--- config.mk ---
export PLATFORM = sky130hd
export DESIGN_NAME = wb_stage
export DESIGN_NICKNAME = d
export VERILOG_FILES = /design/src/rtl/wb_stage.sv
export SDC_FILE = /design/constraint.sdc
export NUM_CORES = 1
export LEC_CHECK = 0
export BUFFER_PORTS_ARGS = -buffer_cell sky130_fd_sc_hd__buf_2
export CAP_MARGIN = 20
export CORE_MARGIN = 4
export CORE_UTILIZATION = 50
export DETAILED_ROUTE_END_ITERATION = 10
export PLACE_DENSITY = 0.88
export SYNTH_ARGS = -nofsm -noshare
export SYNTH_HDL_FRONTEND = slang
export SYNTH_SLANG_ARGS = --single-unit
--- constraint.sdc ---
create_clock -name clk -period 2.9 [get_ports clk]
set_input_delay 0.145 -clock clk [delete_from_list [all_inputs] [get_ports clk]]
set_output_delay 0.145 -clock clk [all_outputs]
set_load 0.03 [all_outputs]
--- src/rtl/wb_stage.sv ---
// Writeback stage: retires ALU results directly and extracts load data from the returned word.
// Latency: non-load 1 cycle from accept; load 1 cycle after dmem_rvalid (2 cycles minimum).
// Backpressure: mem_ready drops while a load is outstanding; dmem_rvalid outside WAIT_LOAD is ignored.
module wb_stage #(
    parameter int XLEN = 32
) (
    input  logic            clk,
    input  logic            rst,
    input  logic            mem_valid,
    output logic            mem_ready,
    input  logic [4:0]      mem_rd_addr,
    input  logic            mem_rd_wren,
    input  logic            mem_is_load,
    input  logic [2:0]      mem_funct3,
    input  logic [1:0]      mem_addr_lo,
    input  logic [XLEN-1:0] mem_alu_data,
    input  logic            dmem_rvalid,
    input  logic [XLEN-1:0] dmem_rdata,
    output logic            rd_wren,
    output logic [4:0]      rd_addr,
    output logic [XLEN-1:0] rd_data,
    output logic            retire,
    output logic            load_err,
    output logic [63:0]     instret
);

    typedef enum logic {IDLE, WAIT_LOAD} state_t;

    typedef struct packed {
        logic [4:0] rd_addr;
        logic       rd_wren;
        logic [2:0] funct3;
        logic [1:0] addr_lo;
    } pend_t;

    state_t          state;
    pend_t           pend;
    logic [7:0]      ld_byte;
    logic [15:0]     ld_half;
    logic [XLEN-1:0] ld_val;
    logic            ld_bad;

    assign mem_ready = (state == IDLE);

    always_comb begin
        ld_byte = dmem_rdata[{pend.addr_lo, 3'b000} +: 8];
        ld_half = dmem_rdata[{pend.addr_lo[1], 4'b0000} +: 16];
        ld_val  = '0;
        ld_bad  = 1'b0;
        case (pend.funct3)
            3'b000: ld_val = {{(XLEN-8){ld_byte[7]}}, ld_byte};
            3'b001: begin
                ld_val = {{(XLEN-16){ld_half[15]}}, ld_half};
                ld_bad = pend.addr_lo[0];
            end
            3'b010: begin
                ld_val = dmem_rdata;
                ld_bad = |pend.addr_lo;
            end
            3'b100: ld_val = {{(XLEN-8){1'b0}}, ld_byte};
            3'b101: begin
                ld_val = {{(XLEN-16){1'b0}}, ld_half};
                ld_bad = pend.addr_lo[0];
            end
            default: ld_bad = 1'b1;
        endcase
    end

    always_ff @(posedge clk) begin
        if (rst) begin
            state    <= IDLE;
            pend     <= '0;
            rd_wren  <= 1'b0;
            rd_addr  <= '0;
            rd_data  <= '0;
            retire   <= 1'b0;
            load_err <= 1'b0;
            instret  <= '0;
        end else begin
            rd_wren  <= 1'b0;
            retire   <= 1'b0;
            load_err <= 1'b0;
            case (state)
                IDLE: begin
                    if (mem_valid && mem_is_load) begin
                        pend  <= '{rd_addr: mem_rd_addr, rd_wren: mem_rd_wren,
                                   funct3: mem_funct3, addr_lo: mem_addr_lo};
                        state <= WAIT_LOAD;
                    end else if (mem_valid) begin
                        rd_addr <= mem_rd_addr;
                        rd_data <= mem_alu_data;
                        rd_wren <= mem_rd_wren && (mem_rd_addr != 5'd0);
                        retire  <= 1'b1;
                        instret <= instret + 64'd1;
                    end
                end
                WAIT_LOAD: begin
                    if (dmem_rvalid) begin
                        state <= IDLE;
                        if (ld_bad) begin
                            load_err <= 1'b1;
                        end else begin
                            rd_addr <= pend.rd_addr;
                            rd_data <= ld_val;
                            rd_wren <= pend.rd_wren && (pend.rd_addr != 5'd0);
                            retire  <= 1'b1;
                            instret <= instret + 64'd1;
                        end
                    end
                end
                default: state <= IDLE;
            endcase
        end
    end

endmodule
# Word level (Yosys, flattened, before mapping)
# Cells that the tools add are included.
# op_classes
addsub,1
n_eq_ne,8
shifts,2
muxes,31
n_bitwise,2
n_reduce_logical,12
# op_table
cell,n
64-bit 2-to-1 mux,4
32-bit case mux with 5 select lines,1
32-bit 2-to-1 mux,4
64-bit case mux with 2 select lines,1
"64-bit by 1-bit adder with 64-bit output, second input constant",1
32-bit case mux with 2 select lines,1
32-bit by 6-bit indexed part select with 16-bit output,1
32-bit by 6-bit indexed part select with 8-bit output,1
5-bit 2-to-1 mux,4
1-bit 2-to-1 mux,11
5-bit case mux with 2 select lines,1
5-bit nonzero test,2
"2-bit inequality test, second input constant",4
"3-bit equality test, second input constant",2
1-bit case mux with 2 select lines,3
2-bit OR reduction,3
4-bit AND reduction,1
"3-bit by 1-bit equality test with 1-bit output, second input constant",1
"3-bit by 2-bit equality test with 1-bit output, second input constant",1
1-bit logical AND,3
3-bit logical NOT,1
1-bit case mux with 3 select lines,1
3-bit OR reduction,1
1-bit NOT,2
2-bit AND reduction,1
# totals
ff_bits,116
in_bits,80
out_inout_bits,105
word_cells,67

# Longest topological paths before layout
# Gate-level depths: netlist of the first run.
# depth
depth_word,6
ltp_mapped,10
mapped_depth_nobuf,6

# Worst setup path before layout of the first run
# No wires, ideal clock.
# synth_timing
path_type,reg2reg
start,reg instret[0]
end,reg instret[42]
setup_time_ns,0.070
arrival_ns,2.568
required_ns,2.830
setup_slack_ns,0.262
stages_incl_launch_ff,9
path_buffers,2
period_less_slack_ns,2.638
path_cell_list,dfxtp_1 -> ha_1 -> and4_1 -> nand4_1 -> or4_1 -> clkbuf_1 -> clkbuf_1 -> or4_1 -> a21oi_1
# synth_between
elab_chain_len,4
elab_cells_between_ends,6
classes_between,add/sub (1); mux (5)
# synth_lines
element,line,rtl
"start, declared",24,output logic [63:0] instret
"start signal, assigned",94,instret <= instret + 64'd1;
"start signal, assigned",107,instret <= instret + 64'd1;
64-bit by 1-bit adder with 64-bit output (*),"94, 107",
64-bit 2-to-1 mux (on tied branches),"100, 89",
64-bit 2-to-1 mux (on tied branches),"98, 85",
64-bit case mux with 2 select lines (*),83,case (state)
# Mark *: on every way between the ends. The rest lies on a longest branch, timed or not. The select of a mux whose other input is x is not followed.
# A chain may end at the register's enable or synchronous reset.

# Worst setup path in the final report of the first run
# layout_timing
start,reg state
end,reg instret[54]
# layout_between
elab_chain_len,3
elab_cells_between_ends,7
classes_between,eq/ne (4); mux (1); bitwise (1); reduce/logical (1)
# layout_lines
element,line,rtl
"start, declared",36,state_t state;
"start signal, assigned",71,state <= IDLE;
"start signal, assigned",88,state <= WAIT_LOAD;
"start signal, assigned",99,state <= IDLE;
1-bit NOT (no source line),--,
2-bit inequality test (no source line),--,
4-bit AND reduction (no source line),--,
# Parallel ways exist; a longest one is shown, timed or not.

==> flow_summary_export.csv, run 1 <==
group,metric,value,unit
grt,grt_util_all_layers,27.0,%
clocking,clk_path_buf_depth,2,
clocking,clk_pin_slew_worst_paths,0.06,ns
synth,synth-seq-area-share,40.4,%
synth,netlist-cell-type-count,46,
clocking,cts_made_buffers,17,
clocking,postCtsSetupBuffers,0,
setup_path,end_kind,"flip-flop",
timing,fmax,384,MHz
routing,drc,0,
timing,fin_crit_sh,89.8,%
placed_design,hpwl,12.3,mm
floorplanning,io_pins,185,
setup_path,crit_start,"state",
clocking,cts_hold_buf,5,
setup_path,worstReg2RegEnd,"instret[54]",
pwr,leakagePower,3.08,nW
synth,syn-num-nets,784,
finish,drive_gt1_share,27.1,%
timing,slew_headroom,48.0,%
setup_path,reg2reg_from,"state",
synth,async_reset_ff_share,0,%
routing,viasPerCell,5.96,
clocking,cts_tree,"built",
clocking,clk_latency,0.41,ns
setup_path,ff2ff_setup_slack,0.30,ns
outcome,status,"completed",
grt,grt_pass1_vias,5716,
routing,drt_iter0_drc,639,
synth,synth_top_area_share,40.4,%
synth,yosysWarnings,0,
synth,avgSynthCellArea,8.17,um^2
finish,fill_cells,913,
timing,setup_viol,0,
routing,ant_nets,0,
pwr,total_power,4.44,mW
routing,drt_wl_total,18.0,mm
grt,grt_max_degree,55,
job,drv_cap,0,
floorplanning,die_h,115,um
routing,vias,6116,
finish,area.sequential,2320,um^2
timing,worst_pin_slew,0.778,ns
synth,synth_ff_type,"dfxtp_1",
pwr,power.density,597,nW/um^2
worst_hold_path,hp-class,"in2reg",
grt,overflow,0,
timing,tns,0,ns
setup_path,start_kind,"flip-flop",
synth,syn_area,5750,um^2
finish,nNetsFinal,955,
timing,rsz0062_at_grt,"no",
synth,synth_area_leaders,"dfxtp_1 (40%), nor2_1 (5.7%), mux2i_1 (5.4%)",
setup_path,cp_max_fo,34,
setup_path,cp.arrival,2.93,ns
floorplanning,row_count,38,
routing,dr.pass1.iters,5,
setup_path,crit_chain,"buf_4 > nor3b_1 > nor3_2 > or4_1 > buf_4 > or4_1 > a21oi_1",
worst_hold_path,hold_start,"mem_funct3[0]",
finish,area_delta_synth_final,29.5,%
finish,antennaDiodeCount,0,
synth,synthCells,703,
synth,synth.most_common_cell,"dfxtp_1",
clocking,cts-resized-gates,0,
pwr,vdd_drop_max,0.661,mV
worst_hold_path,worst_hold_path.endpoint,"pend[2]",
synth,yosysTopAreaCell,"dfxtp_1",
grt,antenna_found_initial,0,
grt,grt_pass1_wl,29.0,mm
finish,multiInputGateArea,3160,um^2
routing,avgRoutedWirePerCell,17.5,um
setup_path,slowest_stage,"or4_1",
floorplanning,initial_core_util,52.1,%
synth,synth_common_cells,"dfxtp_1 (116), nor2_1 (88), a21oi_1 (56)",
placed_design,routabilityCongestion,0.934,
setup_path,cpPeakStageDelay,0.53,ns
floorplanning,core-area,11000,um^2
timing,final-hold-violation-count,0,
synth,synth-seq-cells,116,
setup_path,crit_type,"reg2reg",
timing,fin_skew,0.0108,ns
worst_hold_path,whs_path_depth,3,
clocking,clockRootBuffer,"clkbuf_16",
timing,min_period,2.60,ns
clocking,clock_sinks,116,
setup_path,required,3.23,ns
clocking,htreeDepth,4,
synth,synth_edf_count,0,
floorplanning,fp.dieArea,13300,um^2
timing,report.final.slew_viol_count,0,
placed_design,io_buffer_count,184,
floorplanning,fp.dieW,115,um
setup_path,r2r_cells,7,
[critical path: cells and delay by family, from the launching register on]
kind / cells / cell delay, ns
compound gates: 1 / 0.16
buf+inv: 2 / 0.48
flops: 1 / 0.32
simple gates: 4 / 1.56
[sequential cells by signal, summed over array words and instances, names as in the netlist]
name,count
instret,64
load_err,1
pend,11
rd_addr,5
rd_data,32
rd_wren,1
retire,1
state,1
[cells in the final DEF, fill, tap and decap left out, drive strengths merged, types with 6 or more instances in the layout]
master  count
nand2      48
and4        6
inv        12
o21ai      28
nor3       17
or4        21
dfxtp     116
nand3      26
nor2       88
buf       201
and3       19
a21oi      56
clkbuf     20
nor2b       6
xnor2      27
or3        18
a31oi       9
nand4      14
nor4       15
o31ai      18
a211oi     39
mux2i      31
[routing by layer]
| layer | wire, um | GRT usage, % | vias to the layer above |
|---|---|---|---|
| met2 | 8500 | 42.9 | 291 |
| met5 | 0 | 0 | - |
| li1 | - | - | 2926 |
| met4 | 399 | 8.61 | 0 |
| met1 | 7630 | 36.7 | 2859 |
| met3 | 1440 | 5.95 | 40 |
[how the worst max path moves through the flow]
stage                   to
3_5_place_dp   instret[54]
2_1_floorplan  instret[42]
5_1_grt        instret[50]
6_report       instret[54]
4_1_cts        instret[54]
3_3_place_gp   instret[58]
[cells by family after synthesis]
| family | Yosys count | share of synthesized area, % |
|---|---|---|
| DFF | 116 | 40.4 |
| buffers and inverters | 66 | 4.73 |
| muxes | 34 | 6.18 |
| xor gates and xnor gates | 28 | 4.27 |
| adders and majority gates | 1 | 0.218 |
| AOI/OAI and AO/OA | 165 | 17.9 |
| and+or+nand+nor | 293 | 26.2 |
[metrics by stage]
stage	instances	util, %	cell area (um^2)	hold slack, ns	worst slack [ns]
2_1_floorplan	703	-	5750	0.289	0.262
3_3_place_gp	990	61.2	6760	0.373	0.410
3_5_place_dp	990	61.2	6760	0.383	0.335
4_1_cts	1027	67.5	7440	0.00105	0.303
5_1_grt	1027	67.5	7440	0.0235	0.131
6_report	1027	67.5	7440	0.00786	0.296
[power breakdown]
part	internal [mW]	switching, mW	total [mW]
Clock	1.48	0.749	2.23
Combinational	0.180	0.337	0.517
Sequential	1.65	0.0385	1.69
[area by class of cell]
| type | instances | share of cell area (%) |
|---|---|---|
| multi-input cells | 521 | 42.5 |
| flip-flops and latches | 116 | 31.2 |
| repair buffers | 206 | 14.8 |
| clock buffers | 20 | 6.14 |
| clock inverters | 12 | 2.40 |
| well taps | 140 | 2.35 |
| inverters | 12 | 0.605 |
Note: power is estimated with default switching activity, not from simulation.
==> run 2, diff against run 1 <==
--- a/config.mk
+++ b/config.mk
@@ -5,12 +5,14 @@
 export SDC_FILE = /design/constraint.sdc
 export NUM_CORES = 1
 export LEC_CHECK = 0
+export ABC_AREA = 1
 export BUFFER_PORTS_ARGS = -buffer_cell sky130_fd_sc_hd__buf_2
 export CAP_MARGIN = 20
 export CORE_MARGIN = 4
-export CORE_UTILIZATION = 50
+export CORE_UTILIZATION = 49
 export DETAILED_ROUTE_END_ITERATION = 10
-export PLACE_DENSITY = 0.88
+export PLACE_DENSITY = 0.87
+export REMOVE_ABC_BUFFERS = 1
 export SYNTH_ARGS = -nofsm -noshare
 export SYNTH_HDL_FRONTEND = slang
 export SYNTH_SLANG_ARGS = --single-unit
==> constraint.sdc (replaced) <==
create_clock -name clk -period 2.3 [get_ports clk]
set_input_delay 0.115 -clock clk [delete_from_list [all_inputs] [get_ports clk]]
set_output_delay 0.115 -clock clk [all_outputs]
set_load 0.03 [all_outputs]
==> run 2 against run 1 <==
Net effect: total power rose by 30%; sequential share of layout area fell by 5.7 points; sequential power increased by 27%; non-clock buffer count is 29 higher; cell count rose by 49%; cell area rose by 22%; utilization is 2.8 points lower; worst hold slack improved by 0.0035 ns; critical path depth is 3 lower; setup slack got worse by 0.11 ns; critical path type is now reg2out; largest power group unchanged; highest routed layer unchanged.
==> flow_summary_export.csv, run 2 <==
group,metric,value,unit
floorplanning,core-area,14100,um^2
routing,viasPerCell,5.56,
setup_path,cp_max_fo,38,
routing,drc,0,
setup_path,end_kind,"output pin",
clocking,clk_pin_slew_worst_paths,0.06,ns
synth,synth_edf_count,0,
finish,most-common-layout-cells,"nand2_1 (346), buf_2 (184), nor2_1 (156)",
setup_path,crit_family,"buffers and inverters",
clocking,cts_tree,"built",
synth,synth_area_leaders,"dfxtp_1 (33%), nand2_1 (18%), nor2_1 (8.2%)",
floorplanning,io_pins,185,
setup_path,cp_num_buf_inv,4,
finish,reg_top3,"instret x64, rd_data x32, pend x11",
synth,synth_top_area_share,32.5,%
synth,synth_common_cells,"nand2_1 (346), nor2_1 (156), dfxtp_1 (116)",
clocking,htreeDepth,4,
pwr,pwr-share-clk,46.8,%
synth,syn_area,7140,um^2
synth,yosysWarnings,0,
timing,rsz0062_at_grt,"no",
finish,drive_gt1_share,22.9,%
placed_design,io_buffer_count,184,
synth,avgSynthCellArea,6.31,um^2
floorplanning,die_h,129,um
pwr,seqPwrFrac,37.2,%
placed_design,routabilityCongestion,0.955,
setup_path,crit_chain,"buf_4 > inv_1 > buf_4 > buf_2",
setup_path,required,2.18,ns
pwr,swShare,29.0,%
setup_path,cpPeakStageDelay,0.49,ns
setup_path,crit_type,"reg2out",
finish,instances_no_fill,1529,
pwr,leakagePower,3.70,nW
timing,final-hold-violation-count,0,
pwr,power.density,635,nW/um^2
timing,fin_skew,0.0110,ns
job,drv_cap,0,
timing,min_period,2.11,ns
placed_design,hpwl,16.9,mm
setup_path,crit_top_cell,"buf_4",
synth,async_reset_ff_share,0,%
synth,yosysTopAreaCell,"dfxtp_1",
placed_design,dp_slack,0.308,ns
floorplanning,fp.dieW,129,um
synth,synth-seq-area-share,32.5,%
clocking,clockRootBuffer,"clkbuf_16",
finish,postLayoutCoreUtil,64.6,%
pwr,power_switching,1.68,mW
routing,ant_nets,0,
setup_path,slowest_stage,"dfxtp_1",
grt,overflow,0,
pwr,power_frac_comb,16.0,%
timing,setup_viol,0,
worst_hold_path,hp-class,"in2reg",
clocking,clock_sinks,116,
grt,gr-usage-met1,32.8,%
floorplanning,row_count,43,
floorplanning,fp.dieArea,16600,um^2
timing,worst_pin_slew,0.712,ns
grt,grt_max_degree,67,
finish,largest_reg_flops,64,
grt,use_met3,9.59,%
timing,fin_crit_sh,91.7,%
timing,fmax,474,MHz
routing,drt_wl_total,24.4,mm
finish,antennaDiodeCount,0,
synth,synth_ff_type,"dfxtp_1",
floorplanning,initial_core_util,50.7,%
routing,drt_iter0_drc,715,
clocking,clk_path_buf_depth,2,
finish,nNetsFinal,1417,
grt,grt_use_met2,50.0,%
setup_path,start_kind,"flip-flop",
placed_design,dp.cells,1457,
timing,setup_slack,0.191,ns
routing,avgRoutedWirePerCell,16.0,um
synth,synthCells,1131,
setup_path,reg2reg_from,"instret[0]",
finish,final_common_cell,"nand2_1",
outcome,status,"completed",
synth,synth-seq-cells,116,
clocking,clk_latency,0.43,ns
timing,hold_slack,0.0114,ns
timing,slew_headroom,52.5,%
pwr,vdd_drop_max,0.523,mV
synth,synth.most_common_cell,"nand2_1",
grt,grt_pass1_wl,39.0,mm
setup_path,crit_start,"state",
setup_path,ff2ff_setup_slack,0.28,ns
timing,report.final.slew_viol_count,0,
routing,vias,8495,
synth,netlist-cell-type-count,44,
pwr,power.internal,4.10,mW
clocking,postCtsSetupBuffers,0,
clocking,cts_made_buffers,17,
finish,area_delta_synth_final,27.5,%
setup_path,cp.arrival,1.99,ns
finish,fill_cells,1188,
finish,largest_register,"instret",
grt,grt_pass1_vias,8106,
routing,dr.pass1.iters,6,
grt,antenna_found_initial,0,
worst_hold_path,hold_start,"mem_is_load",
grt,grt_util_all_layers,29.2,%
grt,top_usage_layer,"met2",
run 2: path summary, 6_finish.rpt:
path / to / cells past startpoint
worst max-delay path: mem_ready / 4
worst min register to register: pend[8] / 2
worst max register to register: instret[26] / 10
worst min-delay path: state / 3
run 2: power by group through the flow:
| stage | logic (mW) | registers [mW] | clock network (mW) |
|---|---|---|---|
| final | 0.927 | 2.15 | 2.70 |
| after global routing | 0.998 | 2.16 | 2.79 |
| after CTS | 0.890 | 2.15 | 2.71 |
| after detailed placement | 0.838 | 2.19 | 0 |
| after global placement | 0.823 | 2.19 | 0 |
| after floorplan | 0.367 | 2.33 | 0 |
run 2: worst reg2reg max path: cells and delay by family (launching register included):
family	cells	cell delay [ns]
buffers and inverters	1	0.12
adders and majority gates	1	0.35
DFF	1	0.45
and+or+nand+nor	6	0.78
AOI/OAI and AO/OA	2	0.21
run 2: cell type report:
type                            instances  area [um^2]  share of cell area [%]
Clock inverter                         13          159                    1.74
Inverter                               86          328                    3.60
Timing Repair Buffer                  235         1450                    16.0
Sequential cell                       116         2320                    25.5
Multi-Input combinational cell        880         4190                    46.0
Clock buffer                           19          433                    4.75
Tap cell                              180          225                    2.47
run 2: layer usage:
metal / wire (um) / part of all wire, %
met4: 973 / 4.0
met2: 11600 / 48
met1: 8960 / 37
met5: 0 / 0
met3: 2850 / 12
run 2: what timing repair did:
| item | in CTS | in global routing |
|---|---|---|
| gates resized for setup | 0 | 0 |
| endpoints found under the hold margin | 42 | 1 |
| setup endpoints to repair | 0 | 0 |
| hold buffers | 39 | 1 |
run 2: per-stage QoR:
stage	TNS [ns]	total power, mW	area [um^2]
6_report	0	5.78	9110
5_1_grt	0	5.95	9110
4_1_cts	0	5.75	9100
3_5_place_dp	0	3.03	8120
3_3_place_gp	0	3.01	8120
2_1_floorplan	-22.70	2.69	6840
run 2: cells by family after synthesis:
group	count (synthesis)	synth area share (%)
AND/OR/NAND/NOR	643	39.3
flip-flops	116	32.5
XOR/XNOR	7	0.858
AO/OA/AOI/OAI	229	18.2
adder cells (fa/ha/maj)	1	0.175
buffers and inverters	135	8.86
